## src/rtl/ssd_pkg.sv

```systemverilog
// Shared types and constants for the seven-segment scan controller.
// Cathode patterns are active-low in {a,b,c,d,e,f,g} order.
package ssd_pkg;

   typedef struct packed {
      logic       dp;
      logic [3:0] hex;
   } digit_t;

   localparam logic [7:0] SEG_OFF = 8'hFF;

   localparam logic [6:0] HEX_SEG [16] = '{
      7'b0000001,  // 0
      7'b1001111,  // 1
      7'b0010010,  // 2
      7'b0000110,  // 3
      7'b1001100,  // 4
      7'b0100100,  // 5
      7'b0100000,  // 6
      7'b0001111,  // 7
      7'b0000000,  // 8
      7'b0000100,  // 9
      7'b0001000,  // A
      7'b1100000,  // b
      7'b0110001,  // C
      7'b1000010,  // d
      7'b0110000,  // E
      7'b0111000   // F
   };

endpackage

```

## src/rtl/ssd_hex_decode.sv

```systemverilog
// Combinational hex nibble to active-low seven-segment cathode decode.
module ssd_hex_decode
   import ssd_pkg::*;
(
   input  logic [3:0] hex,
   output logic [6:0] seg
);

   always_comb begin
      seg = HEX_SEG[hex];
   end

endmodule

```

## src/rtl/ssd_scan_ctrl.sv

```systemverilog
// Multi-digit seven-segment scan controller with double-buffered digit file.
// Optional per-digit blinking is enabled by defining SSD_SCAN_BLINK_EN.
module ssd_scan_ctrl
   import ssd_pkg::*;
#(
   parameter int unsigned N_DIGITS = 4,
   parameter int unsigned AN_TOTAL = 8,
   parameter int unsigned SCAN_DIV = 262144,
   parameter int unsigned DEAD_CYC = 1024,
   parameter int unsigned AW       = (N_DIGITS > 1) ? $clog2(N_DIGITS) : 1
) (
   input  logic                board_clk,
   input  logic                Reset,
   input  logic                wr_en,
   input  logic [AW-1:0]       wr_addr,
   input  logic [4:0]          wr_data,
   input  logic                commit,
   input  logic [N_DIGITS-1:0] blank_mask,
`ifdef SSD_SCAN_BLINK_EN
   input  logic [N_DIGITS-1:0] blink_mask,
`endif
   output logic                commit_pending,
   output logic                frame_sync,
   output logic [AN_TOTAL-1:0] an,
   output logic [7:0]          seg
);

   localparam int unsigned   PW        = $clog2(SCAN_DIV);
   localparam logic [PW-1:0] PRESC_MAX = PW'(SCAN_DIV - 1);
   localparam logic [PW-1:0] DEAD_END  = PW'(DEAD_CYC);
   localparam logic [AW-1:0] IDX_TOP   = AW'(N_DIGITS - 1);

   digit_t shadow_q [N_DIGITS];
   digit_t shadow_d [N_DIGITS];
   digit_t active_q [N_DIGITS];
   digit_t active_d [N_DIGITS];

   logic [PW-1:0]       presc_q, presc_d;
   logic [AW-1:0]       idx_q, idx_d;
   logic                pend_q, pend_d;
   logic                fsync_q;
   logic [AN_TOTAL-1:0] an_q, an_d;
   logic [7:0]          seg_q, seg_d;
   logic                term_cnt, frame_bnd, dark;
   logic [6:0]          dec_seg;
   digit_t              cur;

   assign term_cnt  = (presc_q == PRESC_MAX);
   assign frame_bnd = term_cnt && (idx_q == '0);
   assign cur       = active_q[idx_q];

`ifdef SSD_SCAN_BLINK_EN
   logic [5:0] frame_cnt_q;

   always_ff @(posedge board_clk or posedge Reset) begin
      if (Reset) begin
         frame_cnt_q <= '0;
      end else if (frame_bnd) begin
         frame_cnt_q <= frame_cnt_q + 6'd1;
      end
   end

   assign dark = blank_mask[idx_q] | (blink_mask[idx_q] & frame_cnt_q[5]);
`else
   assign dark = blank_mask[idx_q];
`endif

   ssd_hex_decode u_hex_decode (
      .hex (cur.hex),
      .seg (dec_seg)
   );

   always_comb begin
      presc_d = term_cnt ? '0 : presc_q + 1'b1;
      idx_d   = idx_q;
      if (term_cnt) begin
         idx_d = (idx_q == '0) ? IDX_TOP : idx_q - 1'b1;
      end
   end

   // The copy takes shadow_d so a write landing on the boundary cycle is included.
   always_comb begin
      shadow_d = shadow_q;
      if (wr_en && (32'(wr_addr) < N_DIGITS)) begin
         shadow_d[wr_addr] = wr_data;
      end
      active_d = active_q;
      if (frame_bnd && (pend_q || commit)) begin
         active_d = shadow_d;
      end
      pend_d = frame_bnd ? 1'b0 : (pend_q | commit);
   end

   always_comb begin
      an_d  = '1;
      seg_d = SEG_OFF;
      if (presc_q >= DEAD_END) begin
         seg_d = {dec_seg, ~cur.dp};
         if (!dark) begin
            an_d[idx_q] = 1'b0;
         end
      end
   end

   always_ff @(posedge board_clk or posedge Reset) begin
      if (Reset) begin
         for (int i = 0; i < int'(N_DIGITS); i++) begin
            shadow_q[i] <= '0;
            active_q[i] <= '0;
         end
         presc_q <= '0;
         idx_q   <= IDX_TOP;
         pend_q  <= 1'b0;
         fsync_q <= 1'b0;
         an_q    <= '1;
         seg_q   <= SEG_OFF;
      end else begin
         shadow_q <= shadow_d;
         active_q <= active_d;
         presc_q  <= presc_d;
         idx_q    <= idx_d;
         pend_q   <= pend_d;
         fsync_q  <= frame_bnd;
         an_q     <= an_d;
         seg_q    <= seg_d;
      end
   end

   assign commit_pending = pend_q;
   assign frame_sync     = fsync_q;
   assign an             = an_q;
   assign seg            = seg_q;

endmodule

```

## config.mk

```make
export PLATFORM = sky130hd
export DESIGN_NAME = ssd_scan_ctrl
export DESIGN_NICKNAME = d
export VERILOG_FILES = /design/src/rtl/ssd_pkg.sv /design/src/rtl/ssd_hex_decode.sv /design/src/rtl/ssd_scan_ctrl.sv
export SDC_FILE = /design/constraint.sdc
export NUM_CORES = 1
export LEC_CHECK = 0
export ABC_AREA = 1
export CORE_ASPECT_RATIO = 1.5
export CORE_UTILIZATION = 35
export CTS_CLUSTER_DIAMETER = 30
export DETAILED_ROUTE_END_ITERATION = 10
export PLACE_DENSITY_LB_ADDON = 0.08
export RECOVER_POWER = 25
export SYNTH_ARGS = -nofsm -noshare
export SYNTH_HDL_FRONTEND = slang
export SYNTH_HIERARCHICAL = 1
export SYNTH_SLANG_ARGS = --single-unit
```

## constraint.sdc

```tcl
create_clock -name board_clk -period 2.6 [get_ports board_clk]
set_input_delay 0.39 -clock board_clk [delete_from_list [all_inputs] [get_ports board_clk]]
set_output_delay 0.39 -clock board_clk [all_outputs]
set_load 0.1 [all_outputs]
```

Word level (Yosys, flattened, before mapping)
Memories as Yosys holds them, arrays and structs flattened.
Cells that the tools add are included.
{"block": "classes", "add_sub_neg": 2, "order_cmp": 8, "eq_ne": 1, "muxes": 19, "n_bitwise": 6, "n_reduce_logical": 6}
{"op": "2-to-1 mux 8 bit", "count": 3}
{"op": "bitwise mux 20 bit", "count": 1}
{"op": "2-to-1 mux 20 bit", "count": 1}
{"op": "adder 18 x 1 -> 18 bit (second input constant)", "count": 1}
{"op": "equality test 18 bit (second input constant)", "count": 1}
{"op": "greater-or-equal comparator 18 x 11 -> 1 bit (second input constant)", "count": 1}
{"op": "2-to-1 mux 18 bit", "count": 1}
{"op": "2-to-1 mux 5 bit", "count": 3}
{"op": "2-to-1 mux 7 bit", "count": 2}
{"op": "binary-select mux 5 bit (select 2 bit)", "count": 1}
{"op": "demux 5 bit (select 2 bit)", "count": 1}
{"op": "inverter 4 -> 8 bit", "count": 1}
{"op": "greater-or-equal comparator 3 bit (second input constant)", "count": 2}
{"op": "inverter 2 -> 3 bit", "count": 2}
{"op": "greater-or-equal comparator 5 bit (second input constant)", "count": 1}
{"op": "inverter 4 -> 5 bit", "count": 1}
{"op": "logical AND 1 bit", "count": 4}
{"op": "< comparator 2 x 4 -> 1 bit (second input constant)", "count": 1}
{"op": "< comparator 2 x 3 -> 1 bit (second input constant)", "count": 1}
{"op": "< comparator 3 x 1 -> 1 bit (second input constant)", "count": 1}
{"op": "2-to-1 mux 1 bit", "count": 3}
{"op": "binary-select mux 1 bit (select 2 bit)", "count": 1}
{"op": "demux 1 bit (select 2 bit)", "count": 1}
{"op": "greater-or-equal comparator 2 x 1 -> 1 bit (second input constant)", "count": 1}
{"op": "6 further kinds", "count": 6}
{"block": "word_totals", "reg_bits": 78, "rom_bits": 112, "word_cells": 65, "memories": 1}
{"name": "(no name shown)", "words": 16, "word_bits": 7, "rd": 1, "rd_clocked_by_memory_dff": 0, "wr": 0, "line": "ssd_hex_decode.sv:10", "source": "seg = HEX_SEG[hex];"}

Logic depth before layout (Yosys ltp)
Gate-level depths: netlist (run 1).
{"block": "depth", "word_depth": 9, "mapped_depth": 11, "mapped_depth_nobuf": 10}

Hierarchy
Netlist (run 1), hierarchy kept.
{"mod": "ssd_scan_ctrl", "instances": 1, "cells_each": 366, "area_each_um2": 3308.2, "seq_area_each_um2": 1869.3}
{"mod": "ssd_hex_decode", "instances": 1, "cells_each": 49, "area_each_um2": 274.0, "seq_area_each_um2": 0.0}

Worst setup path before layout (run 1)
No wires, ideal clock.
{"block": "synth_path", "path_type": "register -> register", "start": "register idx_q[0]", "end": "register seg_q[4] (netlist: seg[4])", "setup_time_ns": 0.084, "t_arrival_ns": 2.115, "setup_slack_ns": 0.400, "path_stages_with_launch": 10, "path_cell_list": "dfstp_2 clkbuf_1 o21ai_0 o22ai_1 inv_1 ha_1 nand2_1 nand3_1 nand2_1 or2_2"}
{"element": "start, declared", "line": "ssd_scan_ctrl.sv:39", "source": "logic [AW-1:0] idx_q, idx_d;"}
{"element": "start signal, assigned", "line": "ssd_scan_ctrl.sv:121", "source": "idx_q <= idx_d;"}
{"element": "end signal, assigned", "line": "ssd_scan_ctrl.sv:125", "source": "seg_q <= seg_d;"}
{"element": "end, declared", "line": "ssd_scan_ctrl.sv:43", "source": "logic [7:0] seg_q, seg_d;"}

==> results of run 1 <==
==> sequential cells by signal (all words and copies together) (netlist names) <==
| signal | cells |
|---|---|
| commit_pending | 1 |
| seg | 8 |
| idx_q | 2 |
| presc_q | 18 |
| frame_sync | 1 |
| shadow_q | 20 |
| active_q | 20 |
| an | 4 |
==> cells in the mapped netlist (all sizes together) <==
cell | instances | share of area (%)
dfstp | 14 | 10
clkbuf | 4 | 0.42
nor2 | 40 | 4.8
nand4 | 3 | 0.70
inv | 40 | 4.2
nand3 | 45 | 6.8
o21ai | 43 | 6.1
a21oi | 2 | 0.28
xor2 | 9 | 2.2
nor3 | 3 | 0.42
o21bai | 1 | 0.21
or2 | 8 | 1.4
nand2 | 113 | 12
dfrtp | 60 | 42
ha | 13 | 4.5
o22ai | 6 | 1.0
buf | 10 | 2.5
conb | 1 | 0.10
==> critical path, delay by kind of cell (launching register included) <==
kind                     cells  cell delay, ns
AO/OA/AOI/OAI                2            0.47
adder cells (fa/ha/maj)      1            0.34
buffers and inverters        2            0.48
flip-flops                   1            0.44
AND/OR/NAND/NOR              4            0.45
==> final cells by class <==
| class | instances | area share [%] |
|---|---|---|
| Tap cell | 115 | 3.37 |
| Timing Repair Buffer | 32 | 6.45 |
| Inverter | 40 | 3.52 |
| Multi-Input combinational cell | 290 | 34.3 |
| Clock buffer | 9 | 5.28 |
| Sequential cell | 74 | 43.8 |
| Clock inverter | 7 | 3.31 |
==> worst max-delay path by stage <==
stage                        start           to  slack [ns]  depth (start not counted)
after global routing      idx_q[0]       seg[4]        0.11                          9
after CTS                 idx_q[0]       seg[4]        0.33                          9
after floorplan              Reset  active_q[0]        0.35                          1
after global placement    idx_q[0]       seg[4]        0.41                          9
final                     idx_q[0]       seg[4]        0.35                          9
after detailed placement  idx_q[0]       seg[4]        0.34                          9
==> placed cells by master, fill, tap and decap left out, drive strengths merged <==
| master | n |
|---|---|
| nor3 | 3 |
| or2 | 8 |
| ha | 13 |
| dfrtp | 60 |
| dfstp | 14 |
| conb | 4 |
| o21ai | 43 |
| bufinv | 4 |
| o21bai | 1 |
| xor2 | 9 |
| nand4 | 3 |
| nor2 | 40 |
| clkinv | 2 |
| dlygate4sd3 | 1 |
| a21oi | 2 |
| buf | 17 |
| nand3 | 45 |
| clkdlybuf4s50 | 13 |
| inv | 40 |
| clkinvlp | 1 |
| nand2 | 113 |
| o22ai | 6 |
| clkbuf | 10 |
==> stage by stage <==
step	instance area, um^2	cells	hold slack, ns
finish	4270	567	0.479
global route	4270	567	0.503
CTS	4290	567	0.411
detailed placement	3920	551	0.469
global placement	3920	551	0.465
floorplan	3590	418	0.444
==> report_power, final <==
group	switching, mW	internal [mW]	total (mW)
Combinational	0.0999	0.0406	0.141
Sequential	0.0127	1.20	1.21
Clock	0.485	1.03	1.52
==> layer usage <==
metal,track usage (%),vias up,part of all wire (%)
met1,20.5,1220,47
met4,8.37,0,2.7
met5,0,-,0
met3,3.47,14,2.9
li1,-,1384,-
met2,25.4,37,47
==> logic make-up (layout without fill, tap and decap cells) <==
family	after synthesis	in the layout	share of synthesized area, %
AOI/OAI and AO/OA	52	52	7.65
xor gates and xnor gates	9	9	2.20
adders and majority gates	13	13	4.54
buffers and inverters	54	88	7.16
DFF	74	74	52.2
other	1	4	0.105
and+or+nand+nor	212	212	26.2
==> results.py, run 1 <==
metrics = {
    "run_status": {
        "status": "finished clean",
    },
    "worst_setup_path": {
        "worstPathArrival_ns": 2.51,
        "reg2reg_from": "idx_q[0]",
        "cp_max_fo": 15,
        "path_cells": "inv_1, o21ai_0, o22ai_1, inv_1, ha_1, nand2_1, nand3_1, nand2_1, or2_2",
        "end_kind": "register",
        "ff2ff_path_depth": 9,
        "critPathLaunchType": "register",
        "required_ns": 2.86,
        "r2r-end": "seg[4]",
        "slowest_delay_ns": 0.44,
        "path_class": "reg2reg",
        "crit_slowest_cell": "dfstp_2",
        "reg2reg_slack_ns": 0.35,
    },
    "clock_network": {
        "post_cts_buffers": 0,
        "cts_buffer_depth": 2,
        "cts_sinks": 74,
        "cts-buffers-inserted": 9,
        "cts_tree": "built",
        "postCtsHoldBufs": 0,
        "cts_resized": 0,
        "clk_pin_slew_worst_paths_ns": 0.06,
        "clk_latency_ns": 0.34,
        "htreeDepth": 3,
        "root_buffer": "clkbuf_16",
    },
    "logic_synthesis": {
        "yosys_register_bits": 74,
        "syn_avg_cell_area_um2": 8.63,
        "synth_cell_types": 30,
        "synth_area_mm2": 0.00358,
        "yosysWarnings": 6,
        "ys_seq_area_share_pct": 52.2,
        "syn_inst": 415,
    },
    "drt": {
        "via_per_inst": 4.68,
        "route.vias.total": 2655,
        "totalWireLength_mm": 7.50,
        "dr.pass1.iters": 6,
        "avgRoutedWirePerCell_um": 13.2,
        "ant_nets": 0,
        "drcViolationCount": 0,
        "detail_route.iter0.violations": 127,
    },
    "floorplan": {
        "ios": 33,
        "start_util_pct": 36.6,
        "placementRows": 44,
        "die_area_mm2": 0.0107,
        "dieWidth_um": 84.6,
        "die_h_um": 126,
        "core_area_mm2": 0.00980,
    },
    "timing": {
        "finClkSkew_ns": 0.00934,
        "setup_tns_ns": 0,
        "slew_viol_final": 0,
        "min_period_ns": 2.25,
        "fin_ws_ns": 0.347,
        "tightest_slew_ns": 0.836,
        "fmax_mhz": 444,
        "fin_crit_sh_pct": 86.6,
        "finalHoldViolCount": 0,
        "setup_viol": 0,
        "slew_headroom_pct": 44.3,
        "grt_setup_unrepaired": "no",
    },
    "placement": {
        "pre_cts_ws_ns": 0.336,
        "portBuffers": 28,
        "gp_congestion": 0.781,
        "dp_hpwl_mm": 5.40,
    },
    "power_and_ir_drop": {
        "pwr_density_cell_mw_per_mm2": 673,
        "p_leak_nw": 2.12,
        "peakVddDrop_mv": 0.344,
        "total_power_mw": 2.87,
    },
    "min_path": {
        "worstHoldPathType": "reg2reg",
        "hold_start": "active_q[11]",
        "min_to": "active_q[11]",
        "min_path_cells": 2,
    },
    "global_routing": {
        "grt_pass1_wl_mm": 13.3,
        "grt_max_degree": 53,
        "grt_pass1_vias": 2692,
        "grt_use_total_pct": 16.0,
        "antenna_found_initial": 0,
        "overflow": 0,
    },
    "layout": {
        "multiInputGateArea_mm2": 0.00146,
        "drive_above_1_share_pct": 15.5,
        "fin_util_pct": 43.6,
        "num_antenna_cells": 0,
        "nets": 475,
        "area_growth_pct": 19.1,
        "fillerInstances": 975,
        "ff_latch_area_mm2": 0.00187,
    },
    "job": {
        "max-cap-violations": 0,
    },
}
Note: power is estimated with default switching activity, not from simulation.
==> run 2: changes to the inputs <==
--- a/config.mk
+++ b/config.mk
@@ -11,7 +11,6 @@
 export CTS_CLUSTER_DIAMETER = 30
 export DETAILED_ROUTE_END_ITERATION = 10
 export PLACE_DENSITY_LB_ADDON = 0.08
-export RECOVER_POWER = 25
 export SYNTH_ARGS = -nofsm -noshare
 export SYNTH_HDL_FRONTEND = slang
 export SYNTH_HIERARCHICAL = 1
==> results.py, run 2 (synthesis gave the netlist of run 1 again) <==
metrics = {
    "run_status": {
        "status": "finished clean",
    },
    "drt": {
        "route.vias.total": 2656,
        "via_per_inst": 4.68,
        "avgRoutedWirePerCell_um": 13.2,
        "totalWireLength_mm": 7.50,
        "drcViolationCount": 0,
        "dr.pass1.iters": 6,
        "detail_route.iter0.violations": 125,
        "ant_nets": 0,
    },
    "layout": {
        "drive_above_1_share_pct": 15.9,
        "area_growth_pct": 19.6,
        "fin_util_pct": 43.7,
        "layout_common_cells": "110 x nand2_1, 60 x dfrtp_1, 43 x nand3_1",
        "nets": 475,
        "num_antenna_cells": 0,
        "fin_cells": 567,
        "fin_area_mm2": 0.00429,
        "final_common_cell": "nand2_1",
        "reg_top3": "active_q x20, shadow_q x20, presc_q x18",
    },
    "timing": {
        "fmax_mhz": 444,
        "fin_ws_ns": 0.347,
        "tightest_slew_ns": 0.836,
        "min_period_ns": 2.25,
        "finalHoldViolCount": 0,
        "slew_headroom_pct": 44.3,
        "setup_tns_ns": 0,
        "hold_ws_ns": 0.394,
        "grt_setup_unrepaired": "no",
        "slew_viol_final": 0,
        "fin_crit_sh_pct": 86.6,
        "setup_viol": 0,
        "finClkSkew_ns": 0.00934,
    },
    "worst_setup_path": {
        "slowest_delay_ns": 0.44,
        "path_cells": "inv_1, o21ai_0, o22ai_1, inv_1, ha_1, nand2_1, nand3_1, nand2_1, or2_2",
        "critPathLaunchType": "register",
        "path_class": "reg2reg",
        "cp_max_fo": 15,
        "worstPathArrival_ns": 2.51,
        "crit_slowest_cell": "dfstp_2",
        "end_kind": "register",
        "worst-path-buf-inv": 2,
        "cp_top_family": "buffers and inverters",
        "required_ns": 2.86,
    },
    "global_routing": {
        "grt_use_total_pct": 16.0,
        "overflow": 0,
        "antenna_found_initial": 0,
        "grt_pass1_wl_mm": 13.3,
        "grt_max_degree": 53,
        "grt_pass1_vias": 2692,
    },
    "clock_network": {
        "postCtsHoldBufs": 0,
        "cts_sinks": 74,
        "post_cts_buffers": 0,
        "cts-buffers-inserted": 9,
        "root_buffer": "clkbuf_16",
        "clk_latency_ns": 0.34,
        "cts_resized": 0,
        "cts_buffer_depth": 2,
        "cts_tree": "built",
        "clk_pin_slew_worst_paths_ns": 0.06,
        "htreeDepth": 3,
    },
    "placement": {
        "gp_congestion": 0.781,
        "portBuffers": 28,
        "post_dp_cell_area_mm2": 0.00392,
        "dp.cells": 551,
        "pre_cts_ws_ns": 0.336,
        "dp_hpwl_mm": 5.40,
    },
    "floorplan": {
        "start_util_pct": 36.6,
        "core_area_mm2": 0.00980,
        "ios": 33,
        "die_h_um": 126,
        "dieWidth_um": 84.6,
        "placementRows": 44,
        "die_area_mm2": 0.0107,
    },
    "power_and_ir_drop": {
        "pwr_density_cell_mw_per_mm2": 671,
        "p_leak_nw": 2.12,
        "peakVddDrop_mv": 0.344,
        "total_power_mw": 2.88,
    },
    "job": {
        "max-cap-violations": 0,
    },
    "min_path": {
        "worstHoldPathType": "in2async",
    },
}
==> run 2: power breakdown <==
part | switching, mW | internal (mW)
Clock | 0.485 | 1.03
Sequential | 0.0127 | 1.20
Combinational | 0.101 | 0.0433
==> run 2: final timing paths <==
path / from / endpoint / slack [ns] / cells after the start
min reg2reg: active_q[11] / active_q[11] / 0.48 / 2
min in group board_clk: active_q[11] / active_q[11] / 0.48 / 2
max reg2reg: idx_q[0] / seg[4] / 0.35 / 9
max in group asynchronous: Reset / idx_q[1] / 1.52 / 3
min: Reset / presc_q[7] / 0.39 / 2
max: idx_q[0] / seg[4] / 0.35 / 9
==> run 2: worst register-to-register path, stage by stage, from the launching register on <==
cell	delay, ns
dfstp_2	0.44
inv_1	0.29
o21ai_0	0.13
o22ai_1	0.34
inv_1	0.20
ha_1	0.34
nand2_1	0.05
nand3_1	0.07
nand2_1	0.05
or2_2	0.28
==> run 2: final cells by class <==
class | count | area [um^2]
fill | 972 | 5510
sequential | 74 | 1870
multi-input combinational | 290 | 1470
timing repair buffer | 32 | 288
clock buffer | 9 | 225
inverter | 40 | 150
tap | 115 | 144
clock inverter | 7 | 141
==> run 2: layer usage <==
layer  up-vias  global-route usage, %  wire length (um)
met1      1220                   20.5              3550
met3        14                   3.47               220
li1       1385                      -                 -
met4         0                   8.37               205
met2        37                   25.4              3530
met5         -                      0                 0
